$ cat src/rtl/sap_controller.sv
// SAP-1 controller-sequencer: one-hot T1..T6 ring counter and
// control-word decode with halt latch and synchronous clear.
module sap_controller #(
  parameter logic [3:0] OP_LDA = 4'b0000,
  parameter logic [3:0] OP_ADD = 4'b0001,
  parameter logic [3:0] OP_SUB = 4'b0010,
  parameter logic [3:0] OP_OUT = 4'b1110,
  parameter logic [3:0] OP_HLT = 4'b1111
) (
  input  logic       CLK,
  input  logic       CLR,
  input  logic [3:0] OPCODE,
  output logic [5:0] T,
  output logic       Cp,
  output logic       Ep,
  output logic       Lm_,
  output logic       Ce_,
  output logic       Li_,
  output logic       Ei_,
  output logic       La_,
  output logic       Ea,
  output logic       Su,
  output logic       Eu,
  output logic       Lb_,
  output logic       Lo_,
  output logic       HLT
);

  typedef enum logic [5:0] {
    T1 = 6'b000001,
    T2 = 6'b000010,
    T3 = 6'b000100,
    T4 = 6'b001000,
    T5 = 6'b010000,
    T6 = 6'b100000
  } state_t;

  state_t state_q, state_d;
  logic   hlt_q, hlt_d;

  always_ff @(posedge CLK) begin
    if (CLR) begin
      state_q <= T1;
      hlt_q   <= 1'b0;
    end else begin
      state_q <= state_d;
      hlt_q   <= hlt_d;
    end
  end

  // Ring advances only while running; halt freezes it in T5.
  always_comb begin
    state_d = state_q;
    hlt_d   = hlt_q;
    if (!hlt_q) begin
      unique case (state_q)
        T1:      state_d = T2;
        T2:      state_d = T3;
        T3:      state_d = T4;
        T4:      state_d = T5;
        T5:      state_d = T6;
        T6:      state_d = T1;
        default: state_d = T1;
      endcase
      if (state_q == T4 && OPCODE == OP_HLT)
        hlt_d = 1'b1;
    end
  end

  always_comb begin
    Cp  = 1'b0;
    Ep  = 1'b0;
    Lm_ = 1'b1;
    Ce_ = 1'b1;
    Li_ = 1'b1;
    Ei_ = 1'b1;
    La_ = 1'b1;
    Ea  = 1'b0;
    Su  = 1'b0;
    Eu  = 1'b0;
    Lb_ = 1'b1;
    Lo_ = 1'b1;
    if (!CLR && !hlt_q) begin
      unique case (state_q)
        T1: begin
          Ep  = 1'b1;
          Lm_ = 1'b0;
        end
        T2: Cp = 1'b1;
        T3: begin
          Ce_ = 1'b0;
          Li_ = 1'b0;
        end
        T4: begin
          if (OPCODE == OP_LDA || OPCODE == OP_ADD ||
              OPCODE == OP_SUB) begin
            Ei_ = 1'b0;
            Lm_ = 1'b0;
          end else if (OPCODE == OP_OUT) begin
            Ea  = 1'b1;
            Lo_ = 1'b0;
          end
        end
        T5: begin
          if (OPCODE == OP_LDA) begin
            Ce_ = 1'b0;
            La_ = 1'b0;
          end else if (OPCODE == OP_ADD ||
                       OPCODE == OP_SUB) begin
            Ce_ = 1'b0;
            Lb_ = 1'b0;
            Su  = (OPCODE == OP_SUB);
          end
        end
        T6: begin
          if (OPCODE == OP_ADD || OPCODE == OP_SUB) begin
            Eu  = 1'b1;
            La_ = 1'b0;
            Su  = (OPCODE == OP_SUB);
          end
        end
        default: ;
      endcase
    end
  end

  assign T   = state_q;
  assign HLT = hlt_q;

endmodule

$ cat config.mk
export PLATFORM = sky130hd
export DESIGN_NAME = sap_controller
export DESIGN_NICKNAME = d
export VERILOG_FILES = /design/src/rtl/sap_controller.sv
export SDC_FILE = /design/constraint.sdc
export NUM_CORES = 1
export LEC_CHECK = 0
export ABC_AREA = 0
export CAP_MARGIN = 20
export CORE_MARGIN = 4
export CORE_UTILIZATION = 30
export CTS_BUF_LIST = sky130_fd_sc_hd__clkbuf_4 sky130_fd_sc_hd__clkbuf_8
export DETAILED_ROUTE_END_ITERATION = 12
export PLACE_DENSITY_LB_ADDON = 0.1
export SYNTH_ARGS = -nofsm -noshare
export SYNTH_HDL_FRONTEND = slang
export SYNTH_SLANG_ARGS = --single-unit
$ cat constraint.sdc
create_clock -name CLK -period 7.3 [get_ports CLK]
set_input_delay 1.46 -clock CLK [delete_from_list [all_inputs] [get_ports CLK]]
set_output_delay 1.46 -clock CLK [all_outputs]
set_load 0.1 [all_outputs]
Word-level counts from Yosys, hierarchy flattened
Cells that the tools add are included.
{ "word_totals": {"ff_bits": 7, "in_bits": 6} }
{ "classes": {"eq_ne": 10, "n_mux": 39, "n_reduce_logical": 8} }
{ "op_table": {"columns": ["cell", "count"], "rows": [
  ["1-bit 2-to-1 mux", 34],
  ["6-bit one-hot mux with 5 select lines", 1],
  ["4-bit == test, second input constant", 2],
  ["1-bit one-hot mux with 2 select lines", 4],
  ["6-bit by 1-bit == test with 1-bit output, second input constant", 1],
  ["6-bit by 2-bit == test with 1-bit output, second input constant", 1],
  ["6-bit by 3-bit == test with 1-bit output, second input constant", 1],
  ["6-bit by 4-bit == test with 1-bit output, second input constant", 1],
  ["6-bit by 5-bit == test with 1-bit output, second input constant", 1],
  ["6-bit == test, second input constant", 1],
  ["4-bit by 1-bit == test with 1-bit output, second input constant", 1],
  ["4-bit by 2-bit == test with 1-bit output, second input constant", 1],
  ["4-bit logical NOT", 1],
  ["1-bit logical OR", 3],
  ["1-bit logical AND", 2],
  ["1-bit logical NOT", 2]
]} }

Logic depth before layout (Yosys ltp)
Gate-level depths: netlist of run 1.
{ "depth": {"depth_word": 6, "ltp_mapped": 5, "ltp_nobuf": 3} }

Least setup slack after synthesis of run 1
OpenSTA, ideal clock, no wires.
{ "synth_timing": {"kind": "input port to output port", "start": "input CLR", "end": "output Lm_", "arrival_time_ps": 5503, "setup_slack_ps": 337, "cell_stages": 5, "n_path_buf": 2, "cell_sequence": "clkbuf_1 or2_2 clkbuf_1 nor3_1 a21oi_1"} }
{ "synth_between": {"elab_chain_len": 3} }
{ "synth_lines": {"columns": ["item", "line", "rtl"], "rows": [
  ["start, declared", "11", "input logic CLR,"],
  ["1-bit logical NOT", "83", "if (!CLR && !hlt_q) begin"],
  ["1-bit logical AND", "83", null],
  ["1-bit 2-to-1 mux", "83", null],
  ["end, declared", "16", "output logic Lm_,"]
]} }
No other way between the ends.

Final worst setup path of run 1
{ "layout_timing": {"start": "input CLR", "end": "output Ce_"} }
{ "layout_between": {"elab_chain_len": 3} }
{ "layout_lines": {"columns": ["item", "line", "rtl"], "rows": [
  ["1-bit logical NOT", "83", null],
  ["1-bit logical AND", "83", null],
  ["1-bit 2-to-1 mux", "83", null],
  ["end, declared", "17", "output logic Ce_,"]
]} }
No other way between the ends.

==> impl_metrics.env, run 1 <==
export IMPL_arrival_ps=4250
export IMPL_io_pins=25
export IMPL_antenna_found_initial=0
export IMPL_clkSinkCount=7
export IMPL_die_x_um=51.1
export IMPL_maxCapViolCount=0
export IMPL_vdd_drop_max_v=0.000127
export IMPL_r2r_cells=3
export IMPL_synth_cell_types=27
export IMPL_grt_pass1_vias=538
export IMPL_fin_setup_tns_ps=0
export IMPL_min_to="T[1]$_SDFFE_PP0N_"
export IMPL_grtUsageTotal=0.119
export IMPL_rsz0062_at_grt="no"
export IMPL_insertion_delay_ps=250
export IMPL_cts_buffers=3
export IMPL_fmax_ghz=0.175
export IMPL_rows=15
export IMPL_num_vias=624
export IMPL_setup_slack_ps=1590
export IMPL_synth_cells=73
export IMPL_synth_area_leader_cell="dfxtp_1"
export IMPL_cts_root_buf="clkbuf_4"
export IMPL_r2r_start="T[3]$_SDFFE_PP0N_"
export IMPL_die_area_um2=2610
export IMPL_drt_wl_total_um=1560
export IMPL_cp_end_kind="output pin"
export IMPL_dr_first_iter_drc_count=10
export IMPL_io_buffer_count=24
export IMPL_core_um2=1750
export IMPL_tightest_slew_ps=971
export IMPL_period_share=0.783
export IMPL_ctsHoldBuffers=0
export IMPL_slew_headroom=0.350
export IMPL_routedWlPerCell_um=13.0
export IMPL_post_dp_hpwl_um=1140
export IMPL_path_class="input pin to output pin"
export IMPL_cp_start_kind="input pin"
export IMPL_initial_core_util=0.319
export IMPL_power_density_nw_per_um2=180
export IMPL_grt_pass1_wl_um=2380
export IMPL_fill_cells=180
export IMPL_grt_overflow_total=0
export IMPL_reg2reg_setup_slack_ps=5460
export IMPL_ys_seq_area_frac=0.252
export IMPL_die_height_um=51.1
export IMPL_syn_to_final_growth_pct=47.4
export IMPL_synth_seq_cells=7
export IMPL_hold_depth=2
export IMPL_grt_start_max_net_pins=16
export IMPL_period_needed_ps=5710
export IMPL_syn_avg_cell_area_um2=7.63
export IMPL_r2r_end="T[3]$_SDFFE_PP0N_"
export IMPL_synth_area_leaders="dfxtp_1 25%, a21oi_1 8.1%, nand2b_1 6.7%"
export IMPL_nets=102
export IMPL_post_cts_buffers=0
export IMPL_drive_gt1_frac=0.116
export IMPL_clk_path_buf_depth=2
export IMPL_drtAntennaViolNets=0
export IMPL_gp_congestion=0.736
export IMPL_path_clk_slew_ps=50
export IMPL_final_common_cell="clkdlybuf4s50_1"
export IMPL_leakagePower_uw=0.000270
export IMPL_ys_warnings_count=0
export IMPL_antenna_cells=0
export IMPL_outcome="complete, no violations"
export IMPL_cts_tree="yes"
export IMPL_worstPathMaxFanout=10
export IMPL_htree_levels=1
export IMPL_vias_per_cell=5.20
export IMPL_finalClockSkew_ps=5.22
export IMPL_drv_slew=0
export IMPL_final_cell_mix="24 x clkdlybuf4s50_1, 9 x a21oi_1, 8 x nand2_1, 7 x dfxtp_1, 6 x nand2b_1"
export IMPL_drc=0
export IMPL_synth_fp_nets=79
export IMPL_required_ps=5840
export IMPL_hold_path_class="flop to flop"
export IMPL_syn_area_um2=557
export IMPL_dp_slack_ps=1600
export IMPL_cts_resized=0
export IMPL_hold_violations=0
export IMPL_synth_top_cell_area_share=0.252
export IMPL_worstHoldStart="T[1]$_SDFFE_PP0N_"
export IMPL_setup_violations=0
export IMPL_drt_pass1_iterations=4
## critical path, stage by stage
cell,delay (ps)
clkdlybuf4s50_1,580
or2_2,420
or4b_2,660
a21boi_1,150
clkdlybuf4s50_1,970
## registers in the layout, summed over array words and instances, names as in the netlist
signal,flops
HLT,1
T,6
## report_power, final
part	internal [uW]	switching (uW)	leakage [uW]
logic	18.5	44.8	0.000195
clock network	24.6	14.4	0.0000184
registers	40.6	4.66	0.0000570
total	83.7	63.9	0.000270
## cells in the mapped netlist, drive strengths merged
library cell and n:
o22ai 1, nor4b 2, xor2 1, or4 4, nand3b 1, nor4 1, o21bai 1, a211oi 2
nor3b 1, a21oi 9, dfxtp 7, a2111oi 1, a211o 1, inv 2, nand2b 6, nand2 8
buf 2, nor3 4, or3 5, o32ai 1, a21boi 1, or4b 4, or2 2, nor2 2
clkbuf 4
## metrics by stage
step	cells	hold WS, ps	utilization	area, um2	total power, uW
floorplan	73	952	-	557	96.2
global placement	116	569	0.453	791	109
detailed placement	116	571	0.453	791	109
CTS	120	578	0.470	821	149
global route	120	613	0.470	821	156
finish	120	583	0.470	821	148
## worst max-delay path by stage
| stage | start | to | slack [ps] |
|---|---|---|---|
| detailed placement | CLR | Ce_ | 1600 |
| finish | CLR | Ce_ | 1590 |
| global route | CLR | Ce_ | 1520 |
| global placement | CLR | Ce_ | 1640 |
| CTS | CLR | Ce_ | 1600 |
| floorplan | CLR | Lm_ | 340 |
## kinds of logic after synthesis
logic type                count (synthesis)  share of synthesized area
DFF                                       7                      0.252
AOI/OAI and AO/OA                        17                      0.193
xor gates and xnor gates                  1                     0.0157
and+or+nand+nor                          40                      0.458
buffers and inverters                     8                     0.0809
## layer usage
metal / global-route usage / vias to the layer above / part of all wire
li1: - / 316 / -
met2: 0.193 / 18 / 0.47
met4: 0.0673 / 0 / 0.017
met3: 0.0117 / 2 / 0.040
met5: 0 / - / 0
met1: 0.153 / 288 / 0.48
## cell type report
type | count | area (um2) | share of cell area
Clock buffer | 4 | 30.0 | 0.0366
Inverter | 2 | 7.51 | 0.00915
Multi-Input combinational cell | 58 | 372 | 0.453
Timing Repair Buffer | 24 | 240 | 0.293
Tap cell | 25 | 31.3 | 0.0381
Sequential cell | 7 | 140 | 0.171
(Power assumes the default switching activity.)
==> inputs of run 2 (changes only) <==
==> constraint.sdc (replaced) <==
create_clock -name CLK -period 5.6 [get_ports CLK]
set_input_delay 1.12 -clock CLK [delete_from_list [all_inputs] [get_ports CLK]]
set_output_delay 1.12 -clock CLK [all_outputs]
set_load 0.1 [all_outputs]
==> run 2 against run 1 <==
Effect of this change:
- via count down 2.2%
- clock power up 30%
- clock skew down 3.8 ps
- largest cell class unchanged
==> impl_metrics.env, run 2 (synthesized netlist as in run 1, its figures left out) <==
export IMPL_outcome="complete, no violations"
export IMPL_r2r_cells=3
export IMPL_rsz0062_at_grt="no"
export IMPL_hold_depth=2
export IMPL_nets=102
export IMPL_cts_buffers=3
export IMPL_required_ps=4480
export IMPL_hold_violations=0
export IMPL_final_common_cell="clkdlybuf4s50_1"
export IMPL_path_cells="clkdlybuf4s50_1 -> or4_1 -> o21bai_1 -> clkdlybuf4s50_1"
export IMPL_period_needed_ps=4650
export IMPL_min_to="T[4]$_SDFFE_PP0N_"
export IMPL_r2r_end="T[4]$_SDFFE_PP0N_"
export IMPL_io_pins=25
export IMPL_finalClockSkew_ps=1.42
export IMPL_path_clk_slew_ps=50
export IMPL_cpLargestDelayFamily="buffers and inverters"
export IMPL_r2r_start="T[0]$_SDFFE_PP1N_"
export IMPL_maxCapViolCount=0
export IMPL_initial_core_util=0.319
export IMPL_gp_congestion=0.722
export IMPL_die_height_um=51.1
export IMPL_reg2reg_setup_slack_ps=3770
export IMPL_vias_per_cell=5.08
export IMPL_die_x_um=51.1
export IMPL_drive_gt1_frac=0.221
export IMPL_core_um2=1750
export IMPL_cts_root_buf="clkbuf_4"
export IMPL_leakagePower_uw=0.000281
export IMPL_fin_setup_tns_ps=0
export IMPL_period_share=0.830
export IMPL_clkSinkCount=7
export IMPL_fmax_ghz=0.215
export IMPL_ctsHoldBuffers=0
export IMPL_fill_cells=168
export IMPL_worstHoldStart="T[4]$_SDFFE_PP0N_"
export IMPL_die_area_um2=2610
export IMPL_htree_levels=1
export IMPL_cp_start_kind="input pin"
export IMPL_grt_pass1_wl_um=2420
export IMPL_critPathMaxStageDelay_ps=980
export IMPL_post_cts_buffers=0
export IMPL_final_cell_mix="15 x clkdlybuf4s50_1, 9 x a21oi_1, 9 x buf_4, 8 x nand2_1, 7 x dfxtp_1"
export IMPL_drc=0
export IMPL_syn_to_final_growth_pct=44.3
export IMPL_insertion_delay_ps=250
export IMPL_tightest_slew_ps=970
export IMPL_grt_start_max_net_pins=16
export IMPL_drt_wl_total_um=1530
export IMPL_cpMostUsedCell="clkdlybuf4s50_1"
export IMPL_dr_first_iter_drc_count=12
export IMPL_path_class="input pin to output pin"
export IMPL_hold_path_class="flop to flop"
export IMPL_cts_resized=0
export IMPL_clk_path_buf_depth=2
export IMPL_drtAntennaViolNets=0
export IMPL_io_buffer_count=24
export IMPL_worstPathMaxFanout=10
export IMPL_final_area_um2=803
export IMPL_antenna_cells=0
export IMPL_drt_pass1_iterations=4
export IMPL_grt_overflow_total=0
export IMPL_vdd_drop_max_v=0.000143
export IMPL_slew_headroom=0.351
export IMPL_drv_slew=0
export IMPL_num_vias=610
export IMPL_setup_violations=0
export IMPL_final_util=0.460
export IMPL_grt_pass1_vias=542
export IMPL_arrival_ps=3530
export IMPL_routedWlPerCell_um=12.8
export IMPL_post_dp_hpwl_um=1090
export IMPL_antenna_found_initial=0
export IMPL_rows=15
export IMPL_largest_reg_flops=6
export IMPL_cts_tree="yes"
export IMPL_power_density_nw_per_um2=238
export IMPL_place_area_um2=773
export IMPL_cp_end_kind="output pin"
export IMPL_grtUsageTotal=0.120
export IMPL_path_buf_inv=2
export IMPL_crit_slowest_cell="clkdlybuf4s50_1"
-- run 2: worst max path at each step --
| stage | startpoint | end | slack, ps | depth (start not counted) |
|---|---|---|---|---|
| after floorplan | CLR | Su | 330 | 3 |
| after global routing | CLR | Lb_ | 870 | 5 |
| after detailed placement | CLR | La_ | 970 | 4 |
| after global placement | OPCODE[2] | Lo_ | 990 | 5 |
| final | CLR | La_ | 950 | 4 |
| after CTS | CLR | La_ | 970 | 4 |
-- run 2: worst reg2reg max path, cell delays in order (launching register included) --
cell and delay (ps):
dfxtp_1 380, or4_4 610, or4b_2 620, a21oi_1 150
-- run 2: power breakdown --
group          leakage (uW)  switching, uW  internal, uW  total [uW]
clock             0.0000184           18.6          32.0        50.6
sequential        0.0000570           6.79          52.8        59.6
combinational      0.000206           57.9          23.3        81.2
total              0.000281           83.3           108         191
-- run 2: area by class of cell --
cell class | count | area, um2 | share of cell area
clock buffers | 4 | 30.0 | 0.0374
repair buffers | 24 | 218 | 0.271
flip-flops and latches | 7 | 140 | 0.174
well taps | 25 | 31.3 | 0.0389
inverters | 2 | 7.51 | 0.00935
multi-input cells | 58 | 377 | 0.469
-- run 2: per-layer routing --
layer | share of wire | GRT usage
met1 | 0.52 | 0.172
met4 | 0.0052 | 0.0538
met3 | 0.035 | 0.0204
met2 | 0.44 | 0.172
met5 | 0 | 0
-- run 2: stage by stage --
stage | worst slack [ps] | power (uW) | cells | hold slack, ps
2_1_floorplan | 330 | 126 | 73 | 952
3_3_place_gp | 986 | 142 | 116 | 569
3_5_place_dp | 969 | 142 | 116 | 556
4_1_cts | 967 | 192 | 120 | 573
5_1_grt | 875 | 203 | 120 | 627
6_report | 953 | 191 | 120 | 595
==> inputs of run 3 (changes only) <==
==> constraint.sdc (replaced) <==
create_clock -name CLK -period 4 [get_ports CLK]
set_input_delay 0.8 -clock CLK [delete_from_list [all_inputs] [get_ports CLK]]
set_output_delay 0.8 -clock CLK [all_outputs]
set_load 0.1 [all_outputs]
==> run 3 against run 2 <==
Effect of this change:
- critical path depth increased by 1
- worst setup slack lost 440 ps
- non-clock buffer count up 1
- highest routed layer unchanged
- final cell count is 0.83% higher
- wire length is 3.5% higher
- sequential power rose by 39%
- design area up 13%
- clock skew up 0.76 ps
==> impl_metrics.env, run 3 (synthesized netlist as in run 1, its figures left out) <==
export IMPL_outcome="complete, no violations"
export IMPL_r2r_start="T[3]$_SDFFE_PP0N_"
export IMPL_cts_tree="yes"
export IMPL_drt_pass1_iterations=3
export IMPL_htree_levels=1
export IMPL_largest_reg_flops=6
export IMPL_nets=103
export IMPL_antenna_cells=0
export IMPL_maxCapViolCount=0
export IMPL_rows=15
export IMPL_fill_cells=163
export IMPL_insertion_delay_ps=250
export IMPL_core_um2=1750
export IMPL_post_dp_hpwl_um=1200
export IMPL_cts_root_buf="clkbuf_4"
export IMPL_die_area_um2=2610
export IMPL_gp_congestion=0.819
export IMPL_io_buffer_count=24
export IMPL_final_cell_mix="12 x clkdlybuf4s50_1, 9 x a21oi_1, 8 x nand2_1, 7 x dfxtp_1, 7 x buf_12"
export IMPL_tightest_slew_ps=967
export IMPL_vdd_drop_max_v=0.000146
export IMPL_dr_first_iter_drc_count=6
export IMPL_ctsHoldBuffers=0
export IMPL_hold_path_class="flop to flop"
export IMPL_arrival_ps=2690
export IMPL_vias_per_cell=5.34
export IMPL_drc=0
export IMPL_hold_violations=0
export IMPL_power_density_nw_per_um2=301
export IMPL_slew_headroom=0.354
export IMPL_required_ps=3200
export IMPL_worstHoldStart="T[1]$_SDFFE_PP0N_"
export IMPL_antenna_found_initial=0
export IMPL_post_cts_buffers=0
export IMPL_r2r_end="T[3]$_SDFFE_PP0N_"
export IMPL_grt_start_max_net_pins=16
export IMPL_met3_length_um=50
export IMPL_drt_wl_total_um=1590
export IMPL_period_needed_ps=3490
export IMPL_min_to="T[1]$_SDFFE_PP0N_"
export IMPL_grt_pass1_vias=575
export IMPL_drtAntennaViolNets=0
export IMPL_r2r_cells=3
export IMPL_cp_end_kind="output pin"
export IMPL_hold_depth=2
export IMPL_period_share=0.871
export IMPL_reg2reg_setup_slack_ps=2160
export IMPL_cp_start_kind="input pin"
export IMPL_initial_core_util=0.319
export IMPL_final_util=0.522
export IMPL_routed_wl_met2_um=735
export IMPL_clkSinkCount=7
export IMPL_drv_slew=0
export IMPL_dp_slack_ps=514
export IMPL_clk_path_buf_depth=2
export IMPL_rsz0062_at_grt="no"
export IMPL_wl_met1_um=793
export IMPL_worstPathMaxFanout=7
export IMPL_grt_pass1_wl_um=2570
export IMPL_setup_slack_ps=515
export IMPL_finalNonFillerCells=121
export IMPL_cts_resized=0
export IMPL_final_common_cell="clkdlybuf4s50_1"
export IMPL_path_clk_slew_ps=50
export IMPL_routedWlPerCell_um=13.1
export IMPL_path_class="input pin to output pin"
export IMPL_placed_cells=117
export IMPL_setup_violations=0
export IMPL_grt_overflow_total=0
export IMPL_fmax_ghz=0.287
export IMPL_die_x_um=51.1
export IMPL_cts_buffers=3
export IMPL_finalClockSkew_ps=2.19
export IMPL_leakagePower_uw=0.000328
export IMPL_drive_gt1_frac=0.292
export IMPL_die_height_um=51.1
export IMPL_grtUsageTotal=0.127
export IMPL_syn_to_final_growth_pct=63.6
export IMPL_highest_layer="met4"
export IMPL_num_vias=646
export IMPL_io_pins=25
==> run 3: changes by cell type in the layout (fill, tap and decap cells not counted) <==
| cell | change |
|---|---|
| a21boi_1 | -1 |
| a21boi_2 | +1 |
| buf_12 | +7 |
| buf_4 | -3 |
| clkdlybuf4s50_1 | -3 |
| nor3_1 | -2 |
| nor3_2 | +1 |
| nor3_4 | +1 |
==> run 3: routing by layer <==
| metal | track usage | vias to the layer above |
|---|---|---|
| li1 | - | 325 |
| met3 | 0.0175 | 2 |
| met5 | 0 | - |
| met2 | 0.204 | 14 |
| met1 | 0.166 | 305 |
| met4 | 0.0583 | 0 |
==> run 3: stage by stage <==
step | instance area, um2 | hold slack (ps) | power (uW) | setup TNS [ps]
global route | 911 | 615 | 287 | 0
detailed placement | 881 | 565 | 207 | 0
floorplan | 582 | 952 | 178 | -2180
global placement | 881 | 556 | 206 | 0
CTS | 911 | 572 | 279 | 0
finish | 911 | 570 | 274 | 0
==> run 3: area by class of cell <==
class | count | area, um2 | share of cell area
clock buffers | 4 | 30.0 | 0.0330
well taps | 25 | 31.3 | 0.0343
multi-input cells | 58 | 397 | 0.435
flip-flops and latches | 7 | 140 | 0.154
inverters | 2 | 7.51 | 0.00824
repair buffers | 25 | 305 | 0.335
==> run 3: critical path: stages <==
cell             delay [ps]
clkdlybuf4s50_1         410
or2_2                   380
or4b_2                  720
a21boi_2                210
buf_12                  180
==> run 3: worst max-delay path by stage <==
stage,startpoint,end,slack [ps],depth (start not counted)
floorplan,T[3]$_SDFFE_PP0N_,Su,-850,4
global placement,CLR,Ce_,530,5
detailed placement,CLR,Ce_,510,5
CTS,CLR,Ce_,510,5
global route,CLR,Su,490,5
finish,CLR,Ce_,510,5
==> run 3: report_power, final <==
group	total, uW	internal (uW)	switching, uW
logic	122	38.0	84.0
registers	82.8	74.0	8.76
clock network	69.5	44.7	24.7
total	274	157	117
